--- src/rtl/fifo_reset_sequencer.sv ---
// FIFO reset-release / soft-flush sequencer: HOLD -> SETTLE -> RUN (-> QUIESCE when FIFO_RSTSEQ_FLUSH_EN).
// All outputs registered; flush_req is a level held by the requester until the one-cycle flush_ack.
module fifo_reset_sequencer #(
  parameter int HOLD_CYCLES    = 4,
  parameter int SETTLE_CYCLES  = 2,
  parameter int QUIESCE_CYCLES = 3
) (
  input  logic clk,
  input  logic reset,
  input  logic flush_req,
  output logic fifo_rst_n,
  output logic wr_allow,
  output logic rd_allow,
  output logic ready,
  output logic flush_ack
);

  if (HOLD_CYCLES < 1 || HOLD_CYCLES > 256) begin : g_bad_hold
    $error("HOLD_CYCLES must be in 1..256");
  end
  if (SETTLE_CYCLES < 1 || SETTLE_CYCLES > 256) begin : g_bad_settle
    $error("SETTLE_CYCLES must be in 1..256");
  end
  if (QUIESCE_CYCLES < 1 || QUIESCE_CYCLES > 256) begin : g_bad_quiesce
    $error("QUIESCE_CYCLES must be in 1..256");
  end

  localparam logic [7:0] HOLD_LAST    = 8'(HOLD_CYCLES - 1);
  localparam logic [7:0] SETTLE_LAST  = 8'(SETTLE_CYCLES - 1);
  localparam logic [7:0] QUIESCE_LAST = 8'(QUIESCE_CYCLES - 1);

`ifdef FIFO_RSTSEQ_FLUSH_EN
  typedef enum logic [1:0] {HOLD, SETTLE, RUN, QUIESCE} state_t;
  logic flush_pending;
`else
  typedef enum logic [1:0] {HOLD, SETTLE, RUN} state_t;
  logic unused_flush_req;
  assign unused_flush_req = flush_req;
  assign flush_ack        = 1'b0;
`endif

  state_t     state;
  logic [7:0] count;

  always_ff @(posedge clk or posedge reset) begin
    if (reset) begin
      state         <= HOLD;
      count         <= 8'd0;
      fifo_rst_n    <= 1'b0;
      wr_allow      <= 1'b0;
      rd_allow      <= 1'b0;
      ready         <= 1'b0;
`ifdef FIFO_RSTSEQ_FLUSH_EN
      flush_pending <= 1'b0;
      flush_ack     <= 1'b0;
`endif
    end else begin
`ifdef FIFO_RSTSEQ_FLUSH_EN
      flush_ack <= 1'b0;
`endif
      case (state)
        HOLD: begin
          if (count == HOLD_LAST) begin
            state      <= SETTLE;
            count      <= 8'd0;
            fifo_rst_n <= 1'b1;
          end else begin
            count <= count + 8'd1;
          end
        end
        SETTLE: begin
          if (count == SETTLE_LAST) begin
            state         <= RUN;
            count         <= 8'd0;
            wr_allow      <= 1'b1;
            ready         <= 1'b1;
`ifdef FIFO_RSTSEQ_FLUSH_EN
            flush_ack     <= flush_pending;
            flush_pending <= 1'b0;
`endif
          end else begin
            count <= count + 8'd1;
          end
        end
        RUN: begin
`ifdef FIFO_RSTSEQ_FLUSH_EN
          // The ack cycle masks flush_req so a held request cannot re-trigger until it has seen the ack.
          if (flush_req && !flush_ack) begin
            state    <= QUIESCE;
            count    <= 8'd0;
            wr_allow <= 1'b0;
            rd_allow <= 1'b0;
            ready    <= 1'b0;
          end else begin
            rd_allow <= wr_allow;
          end
`else
          rd_allow <= wr_allow;
`endif
        end
`ifdef FIFO_RSTSEQ_FLUSH_EN
        QUIESCE: begin
          if (count == QUIESCE_LAST) begin
            state         <= HOLD;
            count         <= 8'd0;
            fifo_rst_n    <= 1'b0;
            flush_pending <= 1'b1;
          end else begin
            count <= count + 8'd1;
          end
        end
`endif
        default: begin
          state      <= HOLD;
          count      <= 8'd0;
          fifo_rst_n <= 1'b0;
          wr_allow   <= 1'b0;
          rd_allow   <= 1'b0;
          ready      <= 1'b0;
        end
      endcase
    end
  end

endmodule
--- config.mk ---
export PLATFORM = sky130hd
export DESIGN_NAME = fifo_reset_sequencer
export DESIGN_NICKNAME = d
export VERILOG_FILES = /design/src/rtl/fifo_reset_sequencer.sv
export SDC_FILE = /design/constraint.sdc
export NUM_CORES = 1
export LEC_CHECK = 0
export ABC_AREA = 1
export BUFFER_PORTS_ARGS = -buffer_cell sky130_fd_sc_hd__buf_4
export CAP_MARGIN = 20
export CORE_MARGIN = 4
export CORE_UTILIZATION = 56
export DETAILED_ROUTE_END_ITERATION = 6
export PLACE_DENSITY = 0.85
export SLEW_MARGIN = 20
export SYNTH_ARGS = -nofsm -noshare
export SYNTH_HDL_FRONTEND = slang
export SYNTH_SLANG_ARGS = --single-unit
--- constraint.sdc ---
create_clock -name clk -period 1.6 [get_ports clk]
set_clock_uncertainty 0.1 [all_clocks]
set_input_delay 0.08 -clock clk [delete_from_list [all_inputs] [get_ports clk]]
set_output_delay 0.08 -clock clk [all_outputs]
set_load 0.03 [all_outputs]
* Word level (Yosys, flattened, before mapping) *
Index checks and enable logic that the tools add are counted.

word-level totals
  register bits = 13
  output and inout port bits = 5
  logic and storage cells = 33

cells by class
  bitwise logic cells = 3
  mux-type cells = 11
  reduce and logical (&&, ||, !) cells = 7
  equality and inequality tests = 6
  add/subtract/negate cells = 1

operators with widths
  cell                                            number
  case mux 8 bit (3 select lines)                 1
  two-way mux 8 bit                               2
  adder 8 x 1 -> 8 bit (second input constant)    1
  == test 8 x 1 -> 1 bit (second input constant)  1
  == test 8 x 2 -> 1 bit (second input constant)  1
  case mux 1 bit (2 select lines)                 3
  case mux 2 bit (3 select lines)                 1
  OR reduction 2 bit                              3
  two-way mux 2 bit                               2
  != test 2 bit (second input constant)           2
  AND reduction 2 bit                             2
  inverter 1 bit                                  3
  AND reduction 3 bit                             1
  == test 2 x 1 -> 1 bit (second input constant)  1
  == test 2 bit (second input constant)           1
  zero test 2 bit                                 1
  two-way mux 1 bit                               2

* Depth between registers and ports, before layout *
  depth in word-level cells = 4
  gate-level depth with buffers = 10

* Worst setup path after synthesis *
OpenSTA, ideal clock, no wires.

  kind = flip-flop to flip-flop
  start point = register state[0]
  end point = register count[6]
  path slack = 0.161 ns
  arrival = 1.226 ns
  stages on the path, launching flop included = 11
  path buffers = 0
  required time = 1.387 ns
  library setup time = 0.113 ns
  clock period less this slack = 1.439 ns
  cells stage by stage = dfrtp_1 > inv_1 > ha_1 > inv_2 > nand4_1 > nor2_1 > nand2_1 > nand2_1 > clkinv_1 > nand2_1 > inv_1

between the ends
  word-level cells in the longest chain between the ends = 2
  elaborated cells between the ends (all ways) = 4

RTL lines
  what                                         line  RTL
  from (decl)                                  42    state_t state;
  from (signal assigned)                       47    state <= HOLD;
  from (signal assigned)                       64    state <= SETTLE;
  from (signal assigned)                       73    state <= RUN;
  == test 2 bit, or another cell as far along  61    case (state)
  case mux 8 bit (3 select lines)              61
  to (signal assigned)                         68    count <= count + 8'd1;
  to (signal assigned)                         82    count <= count + 8'd1;
  to (decl)                                    43    logic [7:0] count;

Parallel ways exist; a longest one is shown, timed or not.
A chain may end at the register's enable or synchronous reset.

* Final worst setup path *
Same ends and word-level chain as after synthesis.

==> results.sh <==
export IMPL_outcome="complete, no violations"
export IMPL_pre_cts_slack_ns=0.06220
export IMPL_synth_cell_types=23
export IMPL_final_hold_viol_count=0
export IMPL_post_dp_hpwl_um=1208
export IMPL_drc=0
export IMPL_dpl_cell_area_um2=892.1
export IMPL_synthCells=107
export IMPL_worst_setup_path_type="register to register"
export IMPL_r2r_start="state[0]"
export IMPL_grt_pass1_wl_um=2559
export IMPL_post_route_util_pct=69.05
export IMPL_viasPerCell=5.226
export IMPL_slew_viol_final=0
export IMPL_synth_largest_area_cell="dfrtp_1"
export IMPL_wl_per_cell_um=12.06
export IMPL_wl_um=1604
export IMPL_ys_seq_area_share_pct=38.58
export IMPL_drt_first_pass_iters=4
export IMPL_grt_pass1_vias=626
export IMPL_critPathLaunchType="register"
export IMPL_synth_top_family_by_area="simple AND/OR/NAND/NOR gates"
export IMPL_track_usage_pct=16.89
export IMPL_gp_congestion=0.8242
export IMPL_grt_overflow_total=0
export IMPL_ios=8
export IMPL_nFillCells=113
export IMPL_dp_cells=126
export IMPL_endpoint_kind="register"
export IMPL_instances_no_fill=133
export IMPL_p_per_area_mw_per_mm2=581.2
export IMPL_num_antenna_cells=0
export IMPL_drive_gt1_share_pct=20.34
export IMPL_die_h_um=46.81
export IMPL_postLayoutCellArea_um2=943.4
export IMPL_drt_initial_drc_count=21
export IMPL_cts_root_buf="clkbuf_4"
export IMPL_clockBufferDepth=2
export IMPL_h_tree_depth=1
export IMPL_fin_setup_tns_ns=0
export IMPL_grt_antenna_before_repair=0
export IMPL_max_cap_viol_count=0
export IMPL_synthesis_nets=116
export IMPL_tightestPinTransition_ns=0.5060
export IMPL_startpoint="state[0]"
export IMPL_tritoncts="built"
export IMPL_num_vias=695
export IMPL_min_period_over_period_pct=97.98
export IMPL_clock_latency_ns=0.28
export IMPL_maxSlewHeadroom_pct=66.23
export IMPL_initial_core_util_pct=61.72
export IMPL_nets=128
export IMPL_power_uw=548.3
export IMPL_setup_slack_ns=0.03235
export IMPL_worstPathMaxFanout=4
export IMPL_dieArea_mm2=0.002191
export IMPL_syn_avg_cell_area_um2=7.881
export IMPL_p_leak_nw=0.4997
export IMPL_final_cell_mix="30 x nand2_1, 13 x inv_1, 13 x dfrtp_1"
export IMPL_area_growth_pct=11.87
export IMPL_synth_xor_area_share_pct=2.077
export IMPL_io_buffers=5
export IMPL_cts_made_buffers=3
export IMPL_synth_compound_area_share_pct=8.160
export IMPL_synth_top_area_share_pct=38.58
export IMPL_ys_warn_count=0
export IMPL_required_ns=1.67
export IMPL_grt_max_degree=14
export IMPL_crit_arrival_ns=1.64
export IMPL_synthAdderAreaFrac_pct=8.902
export IMPL_setup_viol=0
export IMPL_fp_row_count=13
export IMPL_fin_hold_ws_ns=0.2845
export IMPL_hp_class="input port to asynchronous set/reset pin"
export IMPL_final_common_cell="nand2_1"
export IMPL_ant_nets=0
export IMPL_synth_area_leaders="dfrtp_1 39%, nand2_1 13%, ha_1 8.9%, inv_1 5.8%, nor2_1 4.0%"
export IMPL_clock_fmax_mhz=637.9
export IMPL_muxShareOfSynthArea_pct=0
export IMPL_coreArea_mm2=0.001366
export IMPL_clock_sinks=13
export IMPL_yosys_area_share_simple_pct=30.71
export IMPL_fp_dieW_um=46.81
export IMPL_clk_pin_slew_worst_paths_ns=0.09
export IMPL_synth_seq_cells=13
export IMPL_syn_cell_area_um2=843.3
export IMPL_ir_drop_v=0.0004255
export IMPL_min_period_ns=1.568
repair_timing:
item | 4_1_cts | 5_1_grt
setup endpoints to repair | 0 | 2
buffers inserted | 0 | 2
endpoints found under the hold margin | 13 | 0
resized for setup | 0 | 0
hold buffers | 1 | 0
routing by layer:
metal / vias to the layer above / part of all wire [%] / global-route usage, %
met5: - / 0 / 0
met4: 0 / 0.62 / 9.945
met3: 2 / 3.4 / 4.598
met2: 14 / 48 / 26.02
met1: 327 / 48 / 21.09
li1: 352 / - / -
Yosys cell counts:
cell,instances
conb_1,1
nand4_1,5
clkinv_1,2
ha_1,6
nand3_4,1
o21ai_1,1
nor2_2,1
nand3_1,4
nand2_1,30
buf_4,3
o2111ai_1,1
inv_1,13
nand3_2,2
nor2_4,1
nand2_2,1
o21ai_2,1
o21bai_1,2
o21ai_4,1
dfrtp_1,13
nor2_1,9
a21oi_1,3
inv_2,4
xor2_1,2
where the power goes:
part | total (mW) | internal [mW] | switching, mW
registers | 0.328 | 0.328 | 0
clock network | 0.207 | 0.0966 | 0.110
logic | 0.0132 | 0.00325 | 0.00996
worst paths after layout:
path | to | slack, ns | depth (start not counted)
worst max-delay path | count[6] | 0.03 | 10
worst min-delay path | count[0] | 0.28 | 3
worst max register to register | count[6] | 0.03 | 10
worst min register to register | state[1] | 0.40 | 2
max in group asynchronous | count[5] | 0.77 | 3
min in group clk | state[1] | 0.40 | 2
worst max-delay path, stage by stage, from the launching register on:
cell and delay, ns:
dfrtp_1 0.43, inv_1 0.09, ha_1 0.24, inv_2 0.06, nand4_1 0.15, nor2_1 0.13, nand2_1 0.06, nand2_1 0.07
clkinv_1 0.05, nand2_1 0.05, inv_1 0.04
cell type report:
type / instances / area, um^2 / share of cell area (%)
clock buffer: 4 / 26.28 / 2.785
inverter: 19 / 71.32 / 7.560
multi-input combinational: 72 / 424.2 / 44.96
sequential: 13 / 325.3 / 34.48
tap: 15 / 18.77 / 1.989
timing repair buffer: 10 / 77.57 / 8.223
state kept, by name (all words and copies together), names as in the netlist:
name        flops
ready           1
count           8
fifo_rst_n      1
state           2
rd_allow        1
cells by family after synthesis:
group                    after synthesis
adder cells (fa/ha/maj)                6
AO/OA/AOI/OAI                          9
flip-flops                            13
buffers and inverters                 22
XOR/XNOR                               2
other                                  1
AND/OR/NAND/NOR                       54
No activity file was read; power rests on OpenSTA's default activity.
